$ cat src/rtl/seg7_scan_ctrl.sv
// Time-multiplexed scan controller for common-anode 7-segment digits on a shared bus.
// A shadow register is copied to the display register only at frame boundaries, so a frame never tears.
module seg7_scan_ctrl #(
  parameter int unsigned NUM_DIGITS = 4,
  parameter int unsigned TICKS_ON   = 1000,
  parameter int unsigned TICKS_GAP  = 16
) (
  input  logic                      clk,
  input  logic                      clr,
  input  logic                      enable,
  input  logic                      load,
  input  logic [4*NUM_DIGITS-1:0]   value_in,
  input  logic                      blank_lz,
  output logic [7:0]                seg_out,
  output logic [NUM_DIGITS-1:0]     dig_sel,
  output logic                      frame_done
);

  localparam int unsigned VAL_W    = 4 * NUM_DIGITS;
  localparam int unsigned IDX_W    = (NUM_DIGITS > 1) ? $clog2(NUM_DIGITS) : 1;
  localparam int unsigned MAX_T    = (TICKS_ON > TICKS_GAP) ? TICKS_ON : TICKS_GAP;
  localparam int unsigned CNT_W    = (MAX_T > 1) ? $clog2(MAX_T) : 1;
  localparam int unsigned ON_LAST  = TICKS_ON - 1;
  localparam int unsigned GAP_LAST = (TICKS_GAP > 0) ? TICKS_GAP - 1 : 0;
  localparam int unsigned IDX_LAST = NUM_DIGITS - 1;

  typedef enum logic [1:0] {
    ST_OFF = 2'd0,
    ST_ON  = 2'd1,
    ST_GAP = 2'd2
  } state_t;

  state_t            state_q, state_d;
  logic [IDX_W-1:0]  idx_q, idx_d;
  logic [CNT_W-1:0]  cnt_q, cnt_d;
  logic              wrap_q, wrap_d;
  logic [VAL_W-1:0]  shadow_q, shadow_d;
  logic [VAL_W-1:0]  display_q, display_d;
  logic [7:0]        seg_q, seg_d;
  logic [NUM_DIGITS-1:0] dig_q, dig_d;
  logic              frame_done_q, frame_done_d;

  logic              slot_end;
  logic              lit;
  logic [VAL_W-1:0]  upper;

  // Active-low {g,f,e,d,c,b,a} patterns for one hex nibble.
  function automatic logic [6:0] dec7(input logic [3:0] h);
    logic [6:0] s;
    case (h)
      4'h0: s = 7'h40;
      4'h1: s = 7'h79;
      4'h2: s = 7'h24;
      4'h3: s = 7'h30;
      4'h4: s = 7'h19;
      4'h5: s = 7'h12;
      4'h6: s = 7'h02;
      4'h7: s = 7'h78;
      4'h8: s = 7'h00;
      4'h9: s = 7'h10;
      4'hA: s = 7'h08;
      4'hB: s = 7'h03;
      4'hC: s = 7'h46;
      4'hD: s = 7'h21;
      4'hE: s = 7'h06;
      default: s = 7'h0E;
    endcase
    return s;
  endfunction

  always_ff @(posedge clk) begin
    if (clr) begin
      state_q      <= ST_OFF;
      idx_q        <= '0;
      cnt_q        <= '0;
      wrap_q       <= 1'b0;
      shadow_q     <= '0;
      display_q    <= '0;
      seg_q        <= 8'hFF;
      dig_q        <= '1;
      frame_done_q <= 1'b0;
    end else begin
      state_q      <= state_d;
      idx_q        <= idx_d;
      cnt_q        <= cnt_d;
      wrap_q       <= wrap_d;
      shadow_q     <= shadow_d;
      display_q    <= display_d;
      seg_q        <= seg_d;
      dig_q        <= dig_d;
      frame_done_q <= frame_done_d;
    end
  end

  // Slot sequencing: ON for TICKS_ON, optional GAP, then advance the digit index.
  always_comb begin
    state_d  = state_q;
    idx_d    = idx_q;
    cnt_d    = cnt_q + CNT_W'(1);
    wrap_d   = 1'b0;
    slot_end = 1'b0;
    if (!enable) begin
      state_d = ST_OFF;
      idx_d   = '0;
      cnt_d   = '0;
    end else begin
      case (state_q)
        ST_OFF: begin
          state_d = ST_ON;
          idx_d   = '0;
          cnt_d   = '0;
        end
        ST_ON: begin
          if (cnt_q == CNT_W'(ON_LAST)) begin
            cnt_d = '0;
            if (TICKS_GAP == 0) begin
              slot_end = 1'b1;
            end else begin
              state_d = ST_GAP;
            end
          end
        end
        ST_GAP: begin
          if (cnt_q == CNT_W'(GAP_LAST)) begin
            cnt_d    = '0;
            state_d  = ST_ON;
            slot_end = 1'b1;
          end
        end
        default: begin
          state_d = ST_OFF;
          idx_d   = '0;
          cnt_d   = '0;
        end
      endcase
      if (slot_end) begin
        if (idx_q == IDX_W'(IDX_LAST)) begin
          idx_d  = '0;
          wrap_d = 1'b1;
        end else begin
          idx_d = idx_q + IDX_W'(1);
        end
      end
    end
  end

  // Buffering and registered pin drive; pins reflect the state held during the previous cycle.
  always_comb begin
    shadow_d  = load ? value_in : shadow_q;
    display_d = display_q;
    if (state_q == ST_OFF || wrap_d) begin
      display_d = load ? value_in : shadow_q;
    end
    upper = display_q >> {idx_q, 2'b00};
    lit   = enable && (state_q == ST_ON) &&
            !(blank_lz && (idx_q != '0) && (upper == '0));
    seg_d = lit ? {1'b1, dec7(upper[3:0])} : 8'hFF;
    for (int i = 0; i < int'(NUM_DIGITS); i++) begin
      dig_d[i] = !(lit && (idx_q == IDX_W'(i)));
    end
    frame_done_d = enable && wrap_q;
  end

  assign seg_out    = seg_q;
  assign dig_sel    = dig_q;
  assign frame_done = frame_done_q;

endmodule

$ cat config.mk
export PLATFORM = sky130hd
export DESIGN_NAME = seg7_scan_ctrl
export DESIGN_NICKNAME = d
export VERILOG_FILES = /design/src/rtl/seg7_scan_ctrl.sv
export SDC_FILE = /design/constraint.sdc
export NUM_CORES = 1
export LEC_CHECK = 0
export CORE_ASPECT_RATIO = 1.1
export CORE_MARGIN = 2
export CORE_UTILIZATION = 49
export DETAILED_ROUTE_END_ITERATION = 6
export HOLD_SLACK_MARGIN = 0.12
export PLACE_DENSITY = 0.86
export SYNTH_ARGS = -nofsm -noshare
export SYNTH_HDL_FRONTEND = slang
export SYNTH_SLANG_ARGS = --single-unit
$ cat constraint.sdc
create_clock -name clk -period 2.35 [get_ports clk]
set_input_delay 0.47 -clock clk [delete_from_list [all_inputs] [get_ports clk]]
set_output_delay 0.47 -clock clk [all_outputs]
set_load 0.01 [all_outputs]
# Word level (Yosys, flattened, before mapping)

Memories as Yosys holds them, arrays and structs flattened. A register that Yosys moved wholly into a read port is not among the register bits.
Cells that the tools add are included.

Memory bits (read-only): 112
Memories: 1
Register bits after elaboration: 53
Output and inout bits: 13

Shift operators: 1
Reductions and logical operators: 23
Add/sub/neg operators: 2
Mux-type cells: 16
Eq/ne operators: 10
Bitwise gates (word level): 2

Memory list:

| memory           | depth | width | rd ports | clocked after Yosys merged registers in | write ports | line | text |
|---|---|---|---|---|---|---|---|
| (name not given) | 16    | 7     | 1        | 1                                       | 0           | 50   | `case (h)` |

Operators with widths:

| operator                | number |
|---|---|
| $mux W10                | 2 |
| $pmux W10 S2            | 1 |
| $logic_not A16 Y1       | 1 |
| $mux W16                | 1 |
| $shr A16 B4 Y16         | 1 |
| $add A10 B1 Y10 const B | 1 |
| $eq A10 B10 Y1 const B  | 1 |
| $eq A10 B4 Y1 const B   | 1 |
| $mux W2                 | 5 |
| $logic_and A1 B1 Y1     | 9 |
| $eq A2 B2 Y1 const B    | 3 |
| $mux W1                 | 6 |
| $pmux W2 S3             | 1 |
| $reduce_or A2 Y1        | 3 |
| $logic_not A1 Y1        | 5 |
| $eq A2 B1 Y1 const B    | 2 |
| $logic_not A2 Y1        | 2 |
| $ne A2 B2 Y1 const B    | 2 |
| $add A2 B1 Y2 const B   | 1 |
| $ne A2 B1 Y1 const B    | 1 |
| $not A1 Y1              | 2 |
| $reduce_and A2 Y1       | 1 |
| $reduce_bool A2 Y1      | 1 |
| $logic_or A1 B1 Y1      | 1 |

# Longest topological paths before layout

Gate-level depths: netlist of the first run.

Word-level depth: 7
Gate-level depth with buffers: 10
Mapped depth without buffers: 8

# Least setup slack after synthesis of the first run

OpenSTA, ideal clock, no wires.

Path kind: reg2reg
Start: register idx_q[0]
End: register seg_q[1], in the netlist seg_out[1]
Setup time: 0.079 ns
Stages on the path, launching flop included: 11
Setup slack: 0.076 ns
Data arrival time: 2.195 ns
Period minus slack after synthesis: 2.274 ns
Path through: dfxtp_1 buf_6 mux4_1 inv_1 ha_1 nand2_1 nor4_1 a31o_2 a31oi_1 buf_4 o211ai_1

Word-level cells in the longest chain between the ends: 7

RTL lines:

| item                                                     | line     | text |
|---|---|---|
| from (decl)                                              | 34       | `logic [IDX_W-1:0] idx_q, idx_d;` |
| from (signal assigned)                                   | 84       | `idx_q <= idx_d;` |
| $shr A16 B4 Y16 or $reduce_bool A2 Y1 (tied branches)    | 154, 156 |  |
| $logic_not A16 Y1 or $logic_and A1 B1 Y1 (tied branches) | 156      | `!(blank_lz && (idx_q != '0) && (upper == '0));` |
| $logic_and A1 B1 Y1                                      | 156      |  |
| $logic_not A1 Y1                                         | 156      |  |
| $logic_and A1 B1 Y1                                      | 155      | `lit = enable && (state_q == ST_ON) &&` |
| $not A1 Y1 (no line)                                     | n/a      |  |
| $reduce_or A2 Y1 (no line)                               | n/a      |  |
| to (decl)                                                | 39       | `logic [7:0] seg_q, seg_d;` |

Several ways; a longest one is shown, not always the timed one.
A chain may end at the register's enable or synchronous reset.

# Worst setup path after layout of the first run

Start: register idx_q[0]
End: register seg_q[5], in the netlist seg_out[5]

The elaborated chain is that of the path after synthesis.

==> reports/results.txt, run 1 <==
IO Count: 34
CP max-delay cell: mux4_1
Status: finished, final reports clean
Combinational share of power: 11.9%
Via count: 2,155
Post-DR wirelength/cell: 13.0 um
Residual DRC: 0
Area after DPL: 0.00312 sq mm
Cells after synthesis: 286
1st-iter DRT viols: 93
Largest net degree at the start of global routing: 34
Total wire length: 5300 um
WP buf/inv: 2
Area Overhead vs Synth: 23.7%
First-pass GRT wire length: 8860 um
Reg clk slew, reported paths: 70 ps
Root buf cell: clkbuf_8
Crit Path Class: reg2reg
Max Slew Vio Count: 0
Cts hold-fix bufs: 0
Sequential cell area: 0.00118 sq mm
R2R setup slack: 170 ps
WHS Path Cells: 1
Crit-path cells: mux4_1 -> inv_1 -> ha_1 -> nand2_1 -> nor4_4 -> buf_4 -> a31oi_4 -> o221ai_1
Crit path required time: 2600 ps
Placed cell count: 390
Antenna violations before repair: 0
Clk_skew: 6.76 ps
Synth async-reset ratio: 0%
Power Internal: 1.71 mW
Max-cap violations: 0
Place WS: -280 ps
Clk pwr share: 40.4%
Antenna diodes: 0
Mapped cell area: 0.00271 sq mm
ANT nets after route: 0
Top_reg_cell synth: dfxtp_1
Pre-antenna DRT Iters: 4
Commonest cells after routing, fill and taps aside: 58 x dfxtp_1, 36 x nor2_1, 32 x nand2_1, 32 x clkdlybuf4s50_1, 19 x mux2i_1
Worst hold path type: reg2reg
Vias in the first global route: 2,010
Detailed placer's ending HPWL: 3660 um
Final GP Congestion: 0.837
Multi-input gate area: 0.00144 sq mm
Final nets: 363
Worst r2r path cells: 8
Synth cell types: 48
Peak supply drop: 0.376 mV
Die Y: 82.1 um
Final setup violating endpoints: 0
Most common cell after layout, fill and taps aside: dfxtp_1
Crit-path max cell delay: 590 ps
Synthesized flop and latch total: 59
Final setup margin: 166 ps
Fin area: 0.00336 sq mm
CP startpoint kind: register
Switch share: 24.0%
CP Max Fanout: 11
Num Clock Sinks: 59
CP endpoint kind: register
Power per cell area: 672 mW/mm^2
Clk Latency, worst-skew pair: 340 ps
Reg2Reg Launch Point: idx_q[0]$_SDFFE_PP0P_
Row count: 28
CTS tree: yes
F_max: 458 MHz
Fillcell total: 454
Gr ovfl total: 0
CP top delay family: multiplexers
Die area: 0.00615 sq mm
H-tree levels: 3
DR vias/cell: 5.29
Final hold vios: 0
Gr usage total: 19.1%
Core Box Area: 0.00536 sq mm
Die Wd: 75.0 um
Critical Path Stages: 8
Cell Count, Final, Fillers Out: 407
Post-synth EDFFs: 0
Initial cell density of the core: 50.6%
Tmin final: 2180 ps
Slew HR: 57.5%
WHS: 439 ps
PortBufs: 32
Leakage: 1.29 nW
Seq/Total Area, Yosys: 43.5%
Hold_sp: wrap_q$_SDFF_PP0_
Syn. warnings: 0
CTS Buf Count: 9
Sw Pwr: 0.542 mW
Setup TNS: 0 ps
Syn_nets: 321
Worst endpoint data arrival time: 2440 ps
Syn Area/Cell: 9.49 sq um
Worst slew pin tran: 629 ps
Crit share post-route: 92.9%
Share of cells above drive strength 1: 12.0%
RSZ-0062 raised after global routing: false
Clock Path Buffers: 2
Register share of total power: 47.8%
Hold Path End: frame_done$_SDFF_PP0_
R2r endpoint: seg_out[5]$_SDFF_PP1_
## flip-flops by register name (all words and copies together) (netlist names)
register / count
dig_sel: 4
shadow_q: 16
seg_out: 7
idx_q: 2
frame_done: 1
state_q: 2
cnt_q: 10
display_q: 16
wrap_q: 1
## what timing repair did
action / in CTS / in global routing
setup buffers: 0 / 2
gates resized for setup: 2 / 4
endpoints found under the hold margin: 0 / 0
pin swaps: 1 / 1
endpoints found under the setup margin: 11 / 11
## layer usage
| metal | up-vias | GRT usage (%) | wire length [um] |
|---|---|---|---|
| met1 | 1014 | 22.7 | 2440 |
| met4 | 0 | 8.21 | 132 |
| li1 | 1074 | - | - |
| met3 | 13 | 6.38 | 239 |
| met5 | - | 0 | 0 |
| met2 | 54 | 31.1 | 2500 |
## metrics by stage
stage          util (%)  total power [mW]
2_1_floorplan         -              1.26
3_3_place_gp       58.2              1.34
3_5_place_dp       58.2              1.35
4_1_cts            62.0              2.27
5_1_grt            62.6              2.35
6_report           62.6              2.26
## area by class of cell
type                            count  area share (%)
Multi-Input combinational cell    205            43.0
Sequential cell                    59            35.2
Tap cell                           75            2.80
Timing Repair Buffer               44            12.2
Clock inverter                      2            1.04
Clock buffer                       13            4.74
Inverter                            9            1.01
## how the worst max path moves through the flow
stage,slack (ps),end,from
finish,170,seg_out[5]$_SDFF_PP1_,idx_q[0]$_SDFFE_PP0P_
global route,10,seg_out[5]$_SDFF_PP1_,idx_q[0]$_SDFFE_PP0P_
CTS,5,seg_out[5]$_SDFF_PP1_,idx_q[0]$_SDFFE_PP0P_
detailed placement,-280,seg_out[5]$_SDFF_PP1_,enable
global placement,-180,seg_out[5]$_SDFF_PP1_,enable
floorplan,80,seg_out[1]$_SDFF_PP1_,idx_q[0]$_SDFFE_PP0P_
## kinds of logic after synthesis
kind of cell / share of synthesized area [%]
AO/OA/AOI/OAI: 11.0
XOR/XNOR: 2.58
adder cells (fa/ha/maj): 6.45
buffers and inverters: 4.33
flip-flops: 43.5
multiplexers: 12.0
other: 0.138
AND/OR/NAND/NOR: 20.0
## synthesized netlist by cell type, drive strengths merged, types with 5 or more instances
master  number  area (sq um)
a21oi        5          25.0
nor2        36           135
inv          9          33.8
o21ai       18          90.1
nand2       32           120
nand3        6          35.0
nand2b      17           106
ha          14           175
xnor2        7          61.3
mux2i       20           213
and3         7          43.8
dfxtp       59          1180
buf          9          67.6
## power groups by stage
stage	Clock (mW)	Sequential, mW	Combinational (mW)
after detailed placement	0	1.10	0.256
after global routing	0.975	1.08	0.297
after global placement	0	1.09	0.250
after floorplan	0	1.09	0.174
after CTS	0.933	1.07	0.260
final	0.911	1.08	0.268
Note: power is estimated with default switching activity, not from simulation.
==> run 2: changes to the inputs <==
Settings changed: GPL_TIMING_DRIVEN set to 0.
==> run 2 against run 1 <==
Compared with the run above:
- power shrank 6.2%
- final cell count rose by 0.25%
- die area unchanged
- critical endpoint is now seg_out[2]$_SDFF_PP1_
- flip-flop and latch count is the same
==> reports/results.txt, run 2 (same netlist as run 1, synthesis figures left out) <==
Crit-path cells: buf_6 -> mux4_2 -> inv_2 -> ha_4 -> nand2_1 -> nor4_4 -> a31o_2 -> a31oi_1 -> buf_4 -> o221ai_1
Power per cell area: 640 mW/mm^2
Final nets: 364
CTS tree: yes
Multi-input gate area: 0.00144 sq mm
CP top delay family: compound AO/OA/AOI/OAI gates
Final setup violating endpoints: 0
Leakage: 1.27 nW
F_max: 452 MHz
Crit-path max cell delay: 380 ps
Crit Path Class: reg2reg
Die area: 0.00615 sq mm
Total wire length: 5280 um
Max Slew Vio Count: 0
Clk_skew: 6.40 ps
CP max-delay cell: mux4_2
Worst hold path type: reg2reg
CP startpoint kind: register
Worst r2r path cells: 10
Core Box Area: 0.00536 sq mm
Crit path required time: 2570 ps
Placed cell count: 392
Detailed placer's ending HPWL: 3810 um
Num Clock Sinks: 59
Final GP Congestion: 0.840
Setup TNS: 0 ps
WP buf/inv: 3
Vias in the first global route: 1,917
1st-iter DRT viols: 91
Tmin final: 2210 ps
First-pass GRT wire length: 8380 um
Root buf cell: clkbuf_8
Biggest regs: display_q: 16 flops, shadow_q: 16 flops, cnt_q: 10 flops
Initial cell density of the core: 50.6%
Largest net degree at the start of global routing: 11
Antenna violations before repair: 0
Cts hold-fix bufs: 0
Cell Count, Final, Fillers Out: 408
Sequential cell area: 0.00118 sq mm
H-tree levels: 3
Design Power: 2.12 mW
Residual DRC: 0
ANT nets after route: 0
Commonest cells after routing, fill and taps aside: 58 x dfxtp_1, 36 x nor2_1, 32 x nand2_1
Share of cells above drive strength 1: 12.3%
Area Overhead vs Synth: 21.9%
Clock Path Buffers: 2
Worst endpoint data arrival time: 2430 ps
Row count: 28
WHS Path Cells: 1
Max-cap violations: 0
Gr usage total: 18.6%
Clk Latency, worst-skew pair: 350 ps
RSZ-0062 raised after global routing: false
Pre-antenna DRT Iters: 5
Crit share post-route: 94.1%
Reg clk slew, reported paths: 60 ps
DR vias/cell: 5.22
CP Max Fanout: 10
CP endpoint kind: register
Status: finished, final reports clean
Final hold vios: 0
Fillcell total: 447
IO Count: 34
Via count: 2,131
Most common cell after layout, fill and taps aside: dfxtp_1
Die Wd: 75.0 um
Critical Path Stages: 10
Antenna diodes: 0
PortBufs: 31
Post-DR wirelength/cell: 12.9 um
Die Y: 82.1 um
Peak supply drop: 0.324 mV
Gr ovfl total: 0
CTS Buf Count: 9
[run 2: through the flow]
stage	setup WS (ps)	cell area (sq um)	hold slack, ps	utilization (%)
after floorplan	76.0	2710	406	-
after global placement	-191	3120	426	58.2
after detailed placement	-221	3120	427	58.2
after CTS	33.6	3290	442	61.3
after global routing	14.3	3310	462	61.7
final	139	3310	432	61.7
[run 2: layer usage]
| metal | part of all wire [%] | vias up | global-route usage, % |
|---|---|---|---|
| met4 | 2.6 | 0 | 12.3 |
| met3 | 3.8 | 11 | 4.79 |
| met2 | 49 | 51 | 30.8 |
| met5 | 0 | - | 0 |
| met1 | 45 | 996 | 20.8 |
| li1 | - | 1073 | - |
[run 2: what timing repair did]
action,4_1_cts,5_1_grt
setup endpoints to repair,11,10
pin swaps,0,0
gates resized for setup,5,3
buffers inserted,1,0
[run 2: where the power goes]
| part | switching (mW) | leakage, nW | internal (mW) |
|---|---|---|---|
| registers | 0.0303 | 0.483 | 1.05 |
| clock network | 0.372 | 0.0860 | 0.400 |
| logic | 0.140 | 0.700 | 0.128 |
[run 2: cell type report]
cell class,count,area share (%)
Inverter,9,1.02
Tap cell,75,2.84
Buffer,13,2.53
Clock buffer,12,4.39
Sequential cell,59,35.8
Timing Repair Buffer,32,9.61
Multi-Input combinational cell,205,43.4
Clock inverter,3,0.454
[run 2: path summary, 6_finish.rpt]
kind	startpoint	end	slack (ps)
min reg2reg	wrap_q$_SDFF_PP0_	frame_done$_SDFF_PP0_	430
min	wrap_q$_SDFF_PP0_	frame_done$_SDFF_PP0_	430
max	idx_q[0]$_SDFFE_PP0P_	seg_out[2]$_SDFF_PP1_	140
max reg2reg	idx_q[0]$_SDFFE_PP0P_	seg_out[2]$_SDFF_PP1_	140
